### src/rtl/div_pkg.sv
// Shared types and helpers for the sequential restoring divider.
// Latency: n/a (package).
// Backpressure: n/a (package).
package div_pkg;

   localparam int DIV_WIDTH   = 32;              // default operand width
   localparam int DIV_LATENCY = DIV_WIDTH + 2;   // accept edge to done edge
   localparam int DIV_MAX_W   = 64;              // widest operand abs_ext accepts

   typedef enum logic [1:0] {
      IDLE,
      PREP,
      ITER,
      FIX
   } div_state_t;

   // Magnitude of a sign-extended two's-complement value, one bit wider so
   // the most negative number has an exact positive magnitude.
   function automatic logic [DIV_MAX_W:0] abs_ext(input logic [DIV_MAX_W-1:0] v);
      logic [DIV_MAX_W-1:0] mag;
      mag = v[DIV_MAX_W-1] ? (~v + 1'b1) : v;
      return {1'b0, mag};
   endfunction

endpackage

### src/rtl/div_step.sv
// One restoring-division step: shift {rem, quo} left, trial-subtract the divisor.
// Latency: combinational.
// Backpressure: none.
// Ports: rem_i/quo_i current partial remainder and quotient/dividend shift
//        register, dvsr_i divisor magnitude; rem_o/quo_o the values after one step.
module div_step
   import div_pkg::*;
#(
   parameter int WIDTH = DIV_WIDTH
) (
   input  logic [WIDTH-1:0] rem_i,
   input  logic [WIDTH-1:0] quo_i,
   input  logic [WIDTH:0]   dvsr_i,
   output logic [WIDTH-1:0] rem_o,
   output logic [WIDTH-1:0] quo_o
);

   logic [WIDTH:0] shifted;
   logic           trial_ok;

   always_comb begin
      // The partial remainder never exceeds the dividend magnitude
      // (<= 2^(WIDTH-1)), so WIDTH bits hold it and the shifted value fits
      // in WIDTH+1 bits alongside the WIDTH+1-bit divisor magnitude.
      shifted  = {rem_i, quo_i[WIDTH-1]};
      // Trial subtraction is non-negative exactly when shifted >= divisor.
      trial_ok = (shifted >= dvsr_i);
      rem_o    = trial_ok ? WIDTH'(shifted - dvsr_i) : shifted[WIDTH-1:0];
      quo_o    = {quo_i[WIDTH-2:0], trial_ok};
   end

endmodule

### src/rtl/seq_divider.sv
// Multi-cycle signed restoring divider; quotient on outLO, remainder on outHI.
// Latency: done pulses WIDTH+2 edges after acceptance (2 for a zero divisor with DIV_ZERO_SHORTCUT_EN).
// Backpressure: start is only sampled while busy=0; requests during busy are dropped.
// Ports: clock/reset_n (async active-low); start, dividend, divisor request;
//        busy, done (1-cycle pulse), div_zero, outLO (quotient), outHI (remainder).
// Optional macro DIV_ZERO_SHORTCUT_EN: zero divisor skips the iterations.
module seq_divider
   import div_pkg::*;
#(
   parameter int WIDTH = DIV_WIDTH
) (
   input  logic             clock,
   input  logic             reset_n,
   input  logic             start,
   input  logic [WIDTH-1:0] dividend,
   input  logic [WIDTH-1:0] divisor,
   output logic             busy,
   output logic             done,
   output logic             div_zero,
   output logic [WIDTH-1:0] outLO,
   output logic [WIDTH-1:0] outHI
);

   localparam int              CNT_W    = $clog2(WIDTH);
   localparam logic [CNT_W-1:0] CNT_INIT = CNT_W'(WIDTH - 1);

   div_state_t       state_q, state_d;
   logic [WIDTH-1:0] dvd_q, dvd_d;          // captured dividend
   logic [WIDTH-1:0] dvs_q, dvs_d;          // captured divisor
   logic [WIDTH-1:0] quo_q, quo_d;          // dividend magnitude shifting into quotient
   logic [WIDTH-1:0] rem_q, rem_d;          // partial remainder magnitude
   logic [WIDTH:0]   dvsr_q, dvsr_d;        // divisor magnitude
   logic             sign_quo_q, sign_quo_d;
   logic             sign_rem_q, sign_rem_d;
   logic             dz_q, dz_d;            // zero divisor for the op in flight
   logic [CNT_W-1:0] cnt_q, cnt_d;
   logic [WIDTH-1:0] out_lo_q, out_lo_d;
   logic [WIDTH-1:0] out_hi_q, out_hi_d;
   logic             div_zero_q, div_zero_d;
   logic             done_q, done_d;

   logic [WIDTH-1:0] step_rem;
   logic [WIDTH-1:0] step_quo;

   div_step #(
      .WIDTH (WIDTH)
   ) u_step (
      .rem_i  (rem_q),
      .quo_i  (quo_q),
      .dvsr_i (dvsr_q),
      .rem_o  (step_rem),
      .quo_o  (step_quo)
   );

   always_comb begin
      state_d    = state_q;
      dvd_d      = dvd_q;
      dvs_d      = dvs_q;
      quo_d      = quo_q;
      rem_d      = rem_q;
      dvsr_d     = dvsr_q;
      sign_quo_d = sign_quo_q;
      sign_rem_d = sign_rem_q;
      dz_d       = dz_q;
      cnt_d      = cnt_q;
      out_lo_d   = out_lo_q;
      out_hi_d   = out_hi_q;
      div_zero_d = div_zero_q;
      done_d     = 1'b0;

      unique case (state_q)
         IDLE: begin
            if (start) begin
               dvd_d   = dividend;
               dvs_d   = divisor;
               state_d = PREP;
            end
         end

         PREP: begin
            // Operands are sign-extended to the helper's width; the
            // truncated magnitude of the dividend is exact in WIDTH bits
            // because it never exceeds 2^(WIDTH-1).
            quo_d      = WIDTH'(abs_ext(DIV_MAX_W'(signed'(dvd_q))));
            dvsr_d     = (WIDTH+1)'(abs_ext(DIV_MAX_W'(signed'(dvs_q))));
            rem_d      = '0;
            sign_quo_d = dvd_q[WIDTH-1] ^ dvs_q[WIDTH-1];
            sign_rem_d = dvd_q[WIDTH-1];
            dz_d       = (dvs_q == '0);
            cnt_d      = CNT_INIT;
`ifdef DIV_ZERO_SHORTCUT_EN
            state_d    = (dvs_q == '0) ? FIX : ITER;
`else
            // A zero divisor still walks every iteration; FIX overrides
            // the results so nothing depends on what the steps produce.
            state_d    = ITER;
`endif
         end

         ITER: begin
            rem_d = step_rem;
            quo_d = step_quo;
            if (cnt_q == '0) begin
               state_d = FIX;
            end else begin
               cnt_d = cnt_q - 1'b1;
            end
         end

         FIX: begin
            if (dz_q) begin
               out_lo_d = '1;
               out_hi_d = dvd_q;
            end else begin
               // Negating 2^(WIDTH-1) wraps to itself, which is exactly the
               // required result for the most-negative / -1 overflow case.
               out_lo_d = sign_quo_q ? (~quo_q + 1'b1) : quo_q;
               out_hi_d = sign_rem_q ? (~rem_q + 1'b1) : rem_q;
            end
            div_zero_d = dz_q;
            done_d     = 1'b1;
            state_d    = IDLE;
         end

         default: state_d = IDLE;
      endcase
   end

   always_ff @(posedge clock or negedge reset_n) begin
      if (!reset_n) begin
         state_q    <= IDLE;
         dvd_q      <= '0;
         dvs_q      <= '0;
         quo_q      <= '0;
         rem_q      <= '0;
         dvsr_q     <= '0;
         sign_quo_q <= 1'b0;
         sign_rem_q <= 1'b0;
         dz_q       <= 1'b0;
         cnt_q      <= '0;
         out_lo_q   <= '0;
         out_hi_q   <= '0;
         div_zero_q <= 1'b0;
         done_q     <= 1'b0;
      end else begin
         state_q    <= state_d;
         dvd_q      <= dvd_d;
         dvs_q      <= dvs_d;
         quo_q      <= quo_d;
         rem_q      <= rem_d;
         dvsr_q     <= dvsr_d;
         sign_quo_q <= sign_quo_d;
         sign_rem_q <= sign_rem_d;
         dz_q       <= dz_d;
         cnt_q      <= cnt_d;
         out_lo_q   <= out_lo_d;
         out_hi_q   <= out_hi_d;
         div_zero_q <= div_zero_d;
         done_q     <= done_d;
      end
   end

   assign busy     = (state_q != IDLE);
   assign done     = done_q;
   assign div_zero = div_zero_q;
   assign outLO    = out_lo_q;
   assign outHI    = out_hi_q;

endmodule

### config.mk
export PLATFORM = sky130hd
export DESIGN_NAME = seq_divider
export DESIGN_NICKNAME = d
export VERILOG_FILES = /design/src/rtl/div_pkg.sv /design/src/rtl/div_step.sv /design/src/rtl/seq_divider.sv
export SDC_FILE = /design/constraint.sdc
export NUM_CORES = 1
export LEC_CHECK = 0
export ABC_CLOCK_PERIOD_IN_PS = 2700
export CAP_MARGIN = 15
export CORE_UTILIZATION = 30
export DETAILED_ROUTE_END_ITERATION = 8
export SLEW_MARGIN = 30
export SYNTH_ARGS = -nofsm -noshare
export SYNTH_HDL_FRONTEND = slang
export SYNTH_SLANG_ARGS = --single-unit
### constraint.sdc
create_clock -name clock -period 2.7 [get_ports clock]
set_input_delay 0.27 -clock clock [delete_from_list [all_inputs] [get_ports clock]]
set_output_delay 0.27 -clock clock [all_outputs]
set_load 0.02 [all_outputs]
Yosys cells after proc, flatten, opt, wreduce, memory -nomap -nowiden
Index checks and enable logic that the tools add are counted.
Operators by class
  add/subtract/negate cells: 6
  magnitude comparators: 1
  equality and inequality tests: 6
  multiplexer cells: 15
  bitwise operators: 5
  reductions and logical operators: 8
Operators with widths (number)
  32-bit two-way mux: 6
  32-bit one-hot mux with 2 select lines: 2
  32-bit by 1-bit adder with 32-bit output (second input constant): 3
  32-bit NOT: 3
  33-bit by 1-bit adder with 33-bit output (second input constant): 1
  33-bit greater-or-equal comparator: 1
  33-bit two-way mux: 1
  33-bit NOT: 1
  32-bit zero test: 1
  32-bit subtractor: 1
  5-bit one-hot mux with 2 select lines: 1
  2-bit one-hot mux with 4 select lines: 1
  2-bit inequality test (second input constant): 3
  2-bit AND reduction: 3
  5-bit zero test: 1
  5-bit two-way mux: 1
  5-bit by 1-bit subtractor with 5-bit output (second input constant): 1
  2-bit equality test (second input constant): 2
  2-bit two-way mux: 2
  2-bit nonzero test: 2
  2-bit by 1-bit equality test with 1-bit output (second input constant): 1
  2-bit zero test: 1
  1-bit two-way mux: 1
  1-bit XOR: 1
Storage, ports and cells
  register bits after elaboration: 237
  input bits: 67
  logic and storage cells: 55

Depth between registers and ports, before layout
  depth in word-level cells: 4
  depth in mapped cells: 13
  mapped depth without buffers: 13

Modules after synthesis
A second synthesis with hierarchy kept.
Second synthesis, totals
  cells, all modules: 1621
  area total of the unflattened synthesis: 14869.3 um^2
By module, submodules not included
  seq_divider: instances 1, cells an instance 1250, area an instance 12195.4 um^2, sequential area each 5930.7 um^2
  div_step: instances 1, cells an instance 371, area an instance 2673.8 um^2, sequential area each 0.0 um^2

Worst setup path before layout
No wires, ideal clock.
  kind: register -> register
  start: reg rem_q[5]
  end: reg rem_q[11]
  library setup time: 132 ps
  arrival time: 2823 ps
  required time: 2568 ps
  path slack: -254 ps
  stages on the path, launching flop included: 13
  path buffers: 2
  clock period less this slack: 2954 ps
  path through: dfrtp_1 -> ha_1 -> clkbuf_1 -> a21oi_1 -> o22ai_1 -> a211oi_1 -> nor2b_1 -> a21boi_0 -> a211oi_1 -> o21bai_1 -> buf_2 -> mux2i_1 -> o2bb2ai_1
On the way
  longest elaborated chain between the ends: 3
Ends and longest elaborated chain
  from (decl): RTL line seq_divider.sv:31  | logic [WIDTH-1:0] rem_q, rem_d;
  from (signal assigned): RTL line seq_divider.sv:150  | rem_q <= rem_d;
  32-bit subtractor or 33-bit greater-or-equal comparator (tied branches): RTL line div_step.sv:28, div_step.sv:27
  32-bit two-way mux (*): RTL line div_step.sv:28  | rem_o = trial_ok ? WIDTH'(shifted - dvsr_i) : shifted[WIDTH-1:0];
  32-bit one-hot mux with 2 select lines (*): RTL line seq_divider.sv:71  | unique case (state_q)
Every way passes the cells marked *; elsewhere a longest branch is shown, timed or not.
A chain may end at the register's enable or synchronous reset.

Worst setup path in the final report
  start: reg dvs_q[15]
  end: reg dz_q
On the way
  longest elaborated chain between the ends: 1
Ends and longest elaborated chain
  from (decl): RTL line seq_divider.sv:29  | logic [WIDTH-1:0] dvs_q, dvs_d;
  from (signal assigned): RTL line seq_divider.sv:148  | dvs_q <= dvs_d;
  32-bit zero test: RTL line seq_divider.sv:89  | dz_d = (dvs_q == '0);
  to (signal assigned): RTL line seq_divider.sv:154  | dz_q <= dz_d;
  to (decl): RTL line seq_divider.sv:35  | logic dz_q, dz_d;
Every way passes these cells.

==> key figures <==
Worst setup path
  • Max stage delay on crit path: 420 ps
  • CP max FO: 3
  • CP Launch Type: register
  • RR Startpoint: dvs_q[15]
  • R2R cell count: 10
  • CP delay by family, top: simple AND/OR/NAND/NOR gates
  • CP required: 3180 ps
  • Worst path buffer plus inverter count: 3
  • Arrival time worst endpoint: 3420 ps
  • CP Depth: 10
  • Worst r2r dst: dz_q
  • CP Capture Point: dz_q
  • Worst setup path startpoint: dvs_q[15]
  • CP endpoint kind: register
  • Worst path most repeated cell: or3_4
  • Critical-path cell list: or3_4 > or3_4 > or3_4 > or4_4 > or3_4 > or2_4 > buf_4 > buf_6 > buf_6 > o22ai_2
  • Critical path class: reg -> reg
  • Slowest cell on crit path: or4_4
  • Reg2reg setup slack: -240 ps

Placed design
  • Number of buffers inserted by port buffering: 133
  • Post-DP Area: 0.0174 mm2
  • Pre-CTS setup slack: -220 ps
  • Detailed placement HPWL: 29.1 mm
  • RD Place Congestion: 0.845
  • DP Cell Count: 2323

Power and ir drop
  • Static leakage: 8.27 nW
  • Total Power: 0.0212 W
  • Pwr/cell area: 1100 mW/mm2
  • Worst IR Drop VDD: 0.517 mV

Synthesis
  • Yosys top cell area share: 42.5%
  • #FFs+latches synth: 237
  • Post-synth cell types: 63
  • Post-synth ARST share: 100%
  • Number of flops mapped to enable cells by yosys: 0
  • Average footprint of a synthesized cell: 9.50 um2
  • Yosys warns: 0
  • Cells after synthesis: 1467
  • Syn_nets: 1579
  • Post-synth top area cell: dfrtp_1
  • Mapped Area: 0.0139 mm2
  • Most area-consuming cells after synthesis: dfrtp_1 43%, mux2_2 8.6%, xor2_1 6.2%, a21oi_1 4.2%, ha_1 3.9%
  • Sequential share of the synthesized area: 42.5%
  • Ys flop type: dfrtp_1

Clock network
  • Clock root buffer: clkbuf_16
  • Clk buf depth: 3
  • Clock Sinks: 237
  • CTS tree: built
  • Clock latency on the worst-skew pair: 570 ps
  • Reg clk slew, reported paths: 60 ps
  • H-tree Lvls: 1
  • Total CTS buffers: 27

Timing
  • Skew final: 22.3 ps
  • Unrepaired setup endpoints after global routing: yes
  • Final Hold Fails: 0
  • Tmin final: 2940 ps
  • Post-route clock period utilization: 109%
  • Final Setup Violations: 15
  • Worst Tran Pin Value: 627 ps
  • Setup tns final: -1850 ps
  • Max Clk Rate: 340 MHz
  • Setup ws final: -241 ps
  • Pins Over Slew Limit: 0
  • Slew margin rel.: 57.6%

Floorplan
  • Io pins: 134
  • Die width: 218 um
  • Die Y-Extent: 218 um
  • Die area: 0.0473 mm2
  • Core Area: 0.0456 mm2
  • Starting Density: 30.6%
  • Row count: 78

Route
  • Post-DRT Antenna Nets: 0
  • Total Wirelength: 39.4 mm
  • Drt wl/cell: 16.5 um
  • Iteration-0 DRC Markers: 667
  • # DRC: 0
  • Via count: 11900
  • Via density: 4.96
  • Pre-antenna DRT Iters: 5

Cells and area
  • Storage cell area: 0.00593 mm2
  • # diodes: 0
  • Design area: 0.0193 mm2
  • Layout cells sized above 1: 28.4%
  • Final cell count without fillers: 2390
  • Nets@finish: 1884
  • Layout Area Growth over Synthesis: 38.1%
  • Most common cell after layout, fill and taps aside: dfrtp_1
  • Area of the multi-input gates: 0.00825 mm2
  • # fillers: 4372
  • Commonest cells after routing, fill and taps aside: 236 x dfrtp_1, 196 x buf_4, 132 x clkdlybuf4s50_1, 118 x nor2_1, 115 x nand2_1

Min path
  • HP Class: in -> async

Global route
  • Vias in the first global route: 11500
  • Grt total ovfl: 0
  • Gr usage total: 16.2%
  • Initial antenna violation count: 0
  • First-pass GRT wire length: 61.6 mm
  • Largest net degree at the start of global routing: 72

Run
  • Max Cap Violations: 0

Status
  • Status: finished, violations left
  • Failing checks: setup timing
==> power breakdown <==
part	internal [W]	switching, W	total (W)
clock network	0.00214	0.00152	0.00367
logic	0.00530	0.00580	0.0111
registers	0.00503	0.00142	0.00645
total	0.0125	0.00875	0.0212
==> stage by stage <==
stage / utilization [%] / hold slack, ps
finish: 42.3 / 275
global route: 42.3 / 312
CTS: 40.7 / 279
detailed placement: 38.1 / 287
global placement: 38.1 / 286
floorplan: - / -25.6
==> layout make-up <==
cell class / count / area share (%)
clock inverter: 8 / 0.559
sequential: 237 / 30.8
clock buffer: 39 / 3.95
tap: 600 / 3.90
multi-input combinational: 1078 / 42.8
timing repair buffer: 352 / 16.5
inverter: 76 / 1.49
==> flip-flops by register name (all words and copies together), names as in the netlist <==
register and flops:
quo_q 32, dvsr_q 33, done 1, sign_rem_q 1, div_zero 1, outLO 32
dz_q 1, state_q 2, cnt_q 5, outHI 32, rem_q 32, sign_quo_q 1
dvs_q 32, dvd_q 32
==> timing repair <==
item / CTS / global route
hold buffers: 1 / 0
gates cloned: 0 / 3
hold endpoints to repair: 67 / 0
setup endpoints to repair: 55 / 72
buffers inserted: 6 / 12
pin swaps: 26 / 54
resized for setup: 52 / 118
==> synthesized netlist by cell type (11+ instances only) <==
cell type,number
a21o_1,13
a21oi_1,117
clkbuf_1,64
dfrtp_1,237
ha_1,44
inv_1,74
mux2_2,106
mux2i_1,27
nand2_1,122
nand3_1,31
nor2_1,122
nor2b_1,12
nor3_1,18
o21ai_0,97
o22ai_1,14
o2bb2ai_1,16
o31ai_1,35
o41ai_1,11
or3_1,26
xnor2_1,52
xor2_1,98
==> worst min-delay path by stage <==
stage / start / to / slack, ps
2_1_floorplan: reset_n / cnt_q[0] / -30
3_3_place_gp: reset_n / outLO[27] / 290
3_5_place_dp: reset_n / outLO[25] / 290
4_1_cts: reset_n / outLO[25] / 280
5_1_grt: divisor[23] / dvs_q[23] / 310
6_report: reset_n / outLO[25] / 270
==> cells by family (layout without fill, tap and decap cells) <==
logic type | Yosys count | in the layout | synth area share, %
buffers and inverters | 152 | 475 | 4.13
AOI/OAI and AO/OA | 365 | 365 | 16.4
xor gates and xnor gates | 150 | 150 | 9.42
muxes | 133 | 133 | 10.5
adders and majority gates | 45 | 45 | 4.09
DFF | 237 | 237 | 42.5
and+or+nand+nor | 385 | 385 | 13.0
==> per-layer routing <==
metal  share of wire [%]  track usage [%]  wire length (um)  vias up
met3                 5.2             2.37              2040       59
met5                   0                0                 0        -
met1                  46             22.7             18100     5687
met4                 3.1             5.38              1230        0
li1                    -                -                 -     5802
met2                  46             25.4             18000      303
No activity file was read; power rests on OpenSTA's default activity.
